--- config.mk ---
export PLATFORM = sky130hd
export DESIGN_NAME = matrix_stream_tx
export DESIGN_NICKNAME = d
export VERILOG_FILES = /design/src/rtl/matrix_stream_tx.sv
export SDC_FILE = /design/constraint.sdc
export NUM_CORES = 1
export LEC_CHECK = 0
export CAP_MARGIN = 20
export CORE_MARGIN = 3
export CORE_UTILIZATION = 53
export DETAILED_ROUTE_END_ITERATION = 12
export GPL_ROUTABILITY_DRIVEN = 0
export PLACE_DENSITY = 0.85
export SYNTH_ARGS = -nofsm -noshare
export SYNTH_HDL_FRONTEND = slang
export SYNTH_SLANG_ARGS = --single-unit
--- constraint.sdc ---
create_clock -name clk -period 3.8 [get_ports clk]
set_input_delay 0.76 -clock clk [delete_from_list [all_inputs] [get_ports clk]]
set_output_delay 0.76 -clock clk [all_outputs]
set_load 0.1 [all_outputs]
--- src/rtl/matrix_stream_tx.sv ---
// matrix_stream_tx: buffers MMIO element writes in a FIFO and streams them row-major
// with end-of-row and end-of-matrix flags.
module matrix_stream_tx #(
   parameter int DATA_WIDTH = 32,
   parameter int FIFO_DEPTH = 16,
   parameter int DIM_WIDTH  = 8
) (
   input  logic                          clk,
   input  logic                          reset,
   input  logic [DIM_WIDTH-1:0]          cfg_rows,
   input  logic [DIM_WIDTH-1:0]          cfg_cols,
   input  logic                          start,
   input  logic                          in_valid,
   input  logic [DATA_WIDTH-1:0]         in_data,
   output logic                          in_ready,
   input  logic                          out_ready,
   output logic [DATA_WIDTH-1:0]         out_matrix,
   output logic                          out_matrix_en,
   output logic                          out_matrix_end_row,
   output logic                          out_matrix_end,
   output logic                          busy,
   output logic [$clog2(FIFO_DEPTH):0]   fifo_count,
   output logic                          overflow,
   output logic                          cfg_err
);
   localparam int AW = $clog2(FIFO_DEPTH);
   localparam int CW = AW + 1;
   typedef enum logic {IDLE, STREAM} state_t;
   state_t                state_q, state_d;
   logic [DATA_WIDTH-1:0] mem_q [FIFO_DEPTH];
   logic [AW-1:0]         wr_q, rd_q;
   logic [CW-1:0]         cnt_q;
   logic [DIM_WIDTH-1:0]  rows_q, cols_q, row_q, col_q;
   logic [DATA_WIDTH-1:0] data_q;
   logic                  en_q, end_row_q, end_q, ovf_q, err_q;
   logic                  push, pop, go, bad_cfg, last_col, last_row;
   assign in_ready = cnt_q < CW'(FIFO_DEPTH);
   assign pop      = state_q == STREAM && cnt_q != '0 && out_ready;
   // a pop frees a slot on the same edge, so a full FIFO still accepts a write then
   assign push     = in_valid && (in_ready || pop);
   assign go       = state_q == IDLE && start && cfg_rows != '0 && cfg_cols != '0;
   assign bad_cfg  = state_q == IDLE && start && (cfg_rows == '0 || cfg_cols == '0);
   assign last_col = col_q == cols_q - DIM_WIDTH'(1);
   assign last_row = row_q == rows_q - DIM_WIDTH'(1);
   assign out_matrix         = data_q;
   assign out_matrix_en      = en_q;
   assign out_matrix_end_row = end_row_q;
   assign out_matrix_end     = end_q;
   assign fifo_count         = cnt_q;
   assign overflow           = ovf_q;
   assign cfg_err            = err_q;
   always_ff @(posedge clk or posedge reset)
      if (reset) state_q <= IDLE;
      else       state_q <= state_d;
   always_comb
      state_d = state_q == IDLE ? (go ? STREAM : IDLE)
                                : (pop && last_col && last_row ? IDLE : STREAM);
   always_comb
      busy = state_q == STREAM;
   always_ff @(posedge clk)
      if (push) mem_q[wr_q] <= in_data;
   always_ff @(posedge clk or posedge reset) begin
      if (reset) begin
         wr_q      <= '0;
         rd_q      <= '0;
         cnt_q     <= '0;
         rows_q    <= '0;
         cols_q    <= '0;
         row_q     <= '0;
         col_q     <= '0;
         data_q    <= '0;
         en_q      <= 1'b0;
         end_row_q <= 1'b0;
         end_q     <= 1'b0;
         ovf_q     <= 1'b0;
         err_q     <= 1'b0;
      end else begin
         if (push) wr_q <= wr_q + AW'(1);
         if (pop) rd_q <= rd_q + AW'(1);
         cnt_q <= cnt_q + CW'(push) - CW'(pop);
         if (in_valid && !push) ovf_q <= 1'b1;
         if (bad_cfg) err_q <= 1'b1;
         if (go) begin
            rows_q <= cfg_rows;
            cols_q <= cfg_cols;
            row_q  <= '0;
            col_q  <= '0;
         end else if (pop) begin
            col_q <= last_col ? '0 : col_q + DIM_WIDTH'(1);
            if (last_col) row_q <= row_q + DIM_WIDTH'(1);
         end
         if (pop) data_q <= mem_q[rd_q];
         en_q      <= pop;
         end_row_q <= pop && last_col;
         end_q     <= pop && last_col && last_row;
      end
   end
endmodule
==> reports/qor.csv <==
metric,value,unit
area fraction of the dominant cell type after synthesis,0.6583,
sort of element at the start of the critical path,register,
Layout area overhead,17.13,%
Hold Crit Depth,1,
antenna violations before repair,1,
crit path kind,register to register,
syn_area_per_cell,18.87,µm²
starting density of the core,0.5398,
Final setup viols,0,
detailed-route via count,12330,
Post-Syn Instances,1238,
maximum number of pins on one net before global-route repair,55,
period utilisation layout,0.8182,
gr usage total,0.2258,
antenna fix cells,0,
post-synthesis cell type with the largest combined area,sky130_fd_sc_hd__edfxtp_1,
peak ir drop on the vdd network,0.0005784,V
worst-case hold path end point,cfg_err,
number of maximum-capacitance violations,0,
synthesized flop and latch total,595,
shortest clock period the worst path allows after layout,3.109,ns
critical path endpoint category,register,
I/O Buffers,96,
nets in the synthesized netlist,1307,
cts bufs inserted,57,
sink count of the clock tree,595,
Placeable Area,43270,µm²
Placement Rows,76,
routed wire length per instance,25.61,µm
final hold viol count,0,
non-filler instance count after layout,2011,
first-pass GRT wire length,79510,µm
final count of pins violating max slew,0,
family with the most delay on the worst path,adder cells,
internal reg-to-reg setup slack,0.69,ns
delay of the slowest critical-path stage,0.62,ns
CTS clock-pin slew for the worst setup and hold paths,0.07,ns
Final Cell Area,27360,µm²
number of buffers inserted for hold repair after clock tree synthesis,0,
Post-layout nets,1449,
setup repair bufs after CTS,0,
startpoint of the tightest hold check path,cfg_err,
drt pass-1 iters,5,
Crit Reg-Reg Endpoint,fifo_count[4],
post-CTS sizing,0,
unrepaired setup endpoints after global routing,false,
most used flip-flop cell after synthesis,sky130_fd_sc_hd__edfxtp_1,
setup tns final,0,ns
clock latency on the worst-skew pair,0.62,ns
detailed-route DRC error count,0,
CP Buf/Inv Count,3,
via count normalized by instance count,6.131,
count of different cell masters after synthesis,55,
P per Cell Area,782.8,nW/µm²
CP dominant cell by count,sky130_fd_sc_hd__ha_1,
number of design-rule violations left by the first detailed-router iteration,1423,
Worst Clk Skew,0.02042,ns
worst reg2reg path startpoint,fifo_count[3],
leak pwr,9.210,nW
Die Wd,215.9,µm
total global routing overflow,0,
area of the mapped netlist,23360,µm²
number of flops mapped to enable cells by yosys,512,
floorplan die area,46620,µm²
via count of the first global-routing pass,12930,
Highest Clock Rate,321.6,MHz
status,"finished, final reports clean",
number of warnings reported in the yosys synthesis log,0,
relative max-transition margin,0.3110,
CTS tree,built,
cell with the largest stage delay on the worst path,sky130_fd_sc_hd__or4b_2,
pin slew with the least headroom to its limit,1.030,ns
top cells by area in the synthesized netlist,"sky130_fd_sc_hd__edfxtp_1 66%, sky130_fd_sc_hd__mux4_2 12%, sky130_fd_sc_hd__dfrtp_1 8.9%",
Worst Hold Class,register to register,
area post-placement,25420,µm²
Worst R2R Path Depth,13,
antenna-violating nets left,0,
largest driver fanout on the critical path,13,
share of post-route cells with drive strength above 1,0.2069,
die height,215.9,µm
placed cell count,1906,
sequential area share after synthesis,0.7472,
data required time of the worst path,4.33,ns
count of pins on the block boundary,97,
H-tree depth,2,
Total Wirelength,51510,µm
HPWL Detailed,30710,µm
cell breakdown of the critical path,"inv_1, ha_1, or4b_2, nand3_4, clkinv_1, ha_1, inv_1, ha_1, fa_1, a21oi_1, nor2_1, nor2_1, xnor2_1",
Clk Tree Root Cell,sky130_fd_sc_hd__clkbuf_16,
data arrival time of the critical path,3.64,ns
maximum buffer depth of the clock tree,3,
share of synthesized registers carrying an async set or reset,0.1395,
[worst max path at each step]
stage,slack (ns),cells past startpoint,start,endpoint
finish,0.69,13,fifo_count[3],fifo_count[4]
global route,0.48,13,fifo_count[3],fifo_count[4]
CTS,0.66,13,fifo_count[3],fifo_count[4]
detailed placement,0.58,7,out_ready,mem_q[2][4]
global placement,0.64,12,out_ready,fifo_count[4]
floorplan,0.16,14,fifo_count[3],fifo_count[4]
[synthesized netlist by cell type (all sizes together) (2+ instances only)]
| cell | n |
|---|---|
| buf | 26 |
| inv | 16 |
| or3 | 2 |
| xnor2 | 23 |
| nand2b | 4 |
| nor4b | 2 |
| a31oi | 3 |
| nor4 | 9 |
| nand4 | 6 |
| clkbuf | 38 |
| mux4 | 122 |
| o221ai | 38 |
| nor3b | 2 |
| clkinv | 2 |
| a21o | 2 |
| nand2 | 133 |
| a21oi | 9 |
| a211oi | 2 |
| nor3 | 11 |
| dfrtp | 83 |
| edfxtp | 512 |
| and3 | 4 |
| nand3 | 8 |
| o31ai | 4 |
| nand3b | 3 |
| mux2 | 3 |
| a311oi | 2 |
| xor2 | 10 |
| or4 | 3 |
| ha | 15 |
| o21ai | 51 |
| o21a | 2 |
| mux2i | 44 |
| nor2 | 30 |
[layer usage]
metal | up-vias | wire (µm) | global-route usage
met5 | - | 13 | 0
met2 | 599 | 25840 | 0.3760
met3 | 117 | 4440 | 0.05308
li1 | 5245 | - | -
met1 | 6367 | 19660 | 0.2990
met4 | 2 | 1553 | 0.07376
[report_power, final]
group	switching, mW	internal, mW	leakage (nW)	total (mW)
clock	2.44	3.39	0.941	5.84
sequential	0.666	7.91	5.64	8.57
combinational	4.33	2.68	2.63	7.00
[placed cells by master (no fill, tap or decap), types with 5 or more instances in the layout]
master / count
sky130_fd_sc_hd__buf_12: 8
sky130_fd_sc_hd__mux4_2: 122
sky130_fd_sc_hd__clkdlybuf4s50_1: 96
sky130_fd_sc_hd__clkbuf_16: 58
sky130_fd_sc_hd__ha_1: 15
sky130_fd_sc_hd__mux2i_1: 44
sky130_fd_sc_hd__xnor2_1: 23
sky130_fd_sc_hd__o221ai_1: 38
sky130_fd_sc_hd__nand4_1: 6
sky130_fd_sc_hd__clkinv_1: 11
sky130_fd_sc_hd__inv_1: 15
sky130_fd_sc_hd__nor3_4: 6
sky130_fd_sc_hd__edfxtp_1: 512
sky130_fd_sc_hd__xor2_1: 10
sky130_fd_sc_hd__dfrtp_1: 81
sky130_fd_sc_hd__buf_4: 43
sky130_fd_sc_hd__a21oi_1: 9
sky130_fd_sc_hd__nand3_1: 7
sky130_fd_sc_hd__nor2_1: 18
sky130_fd_sc_hd__nor3_1: 5
sky130_fd_sc_hd__clkinv_2: 9
sky130_fd_sc_hd__nand2_1: 133
sky130_fd_sc_hd__bufinv_16: 8
sky130_fd_sc_hd__nor2_4: 12
sky130_fd_sc_hd__nor4_1: 8
sky130_fd_sc_hd__o21ai_0: 51
sky130_fd_sc_hd__clkbuf_1: 7
[final cells by class]
| type | count | area [µm²] |
|---|---|---|
| multi-input combinational | 561 | 5714 |
| tap | 585 | 732.0 |
| clock inverter | 38 | 432.9 |
| fill | 2849 | 15910 |
| sequential | 595 | 17460 |
| clock buffer | 67 | 1505 |
| timing repair buffer | 147 | 1444 |
| inverter | 18 | 70.07 |
[logic make-up (layout without fill, tap and decap cells)]
logic type | after synthesis | after routing | synth area share
simple gates | 221 | 221 | 0.04345
fa+ha+maj | 16 | 16 | 0.008893
flops | 595 | 595 | 0.7472
buf+inv | 82 | 270 | 0.01473
mux | 169 | 169 | 0.1379
xor+xnor | 33 | 33 | 0.01237
compound gates | 122 | 122 | 0.03541
[flip-flops by register name (all words and copies together), names as in the netlist]
signal              cells
overflow                1
mem_q                 512
out_matrix_end_row      1
out_matrix             32
row_q                   8
col_q                   8
cfg_err                 1
out_matrix_en           1
out_matrix_end          1
wr_q                    4
fifo_count              5
rd_q                    4
rows_q                  8
busy                    1
cols_q                  8
[per-stage QoR]
step / setup slack (ns) / total power [mW] / hold slack, ns / util
after floorplan: 0.1612 / 13.63 / 0.4665 / -
after global routing: 0.4829 / 22.28 / 0.4985 / 0.6323
after global placement: 0.6416 / 15.51 / 0.4457 / 0.5875
after detailed placement: 0.5789 / 15.69 / 0.4636 / 0.5875
after CTS: 0.6605 / 21.58 / 0.4784 / 0.6323
final: 0.6909 / 21.41 / 0.4779 / 0.6323
(Power assumes the default switching activity.)
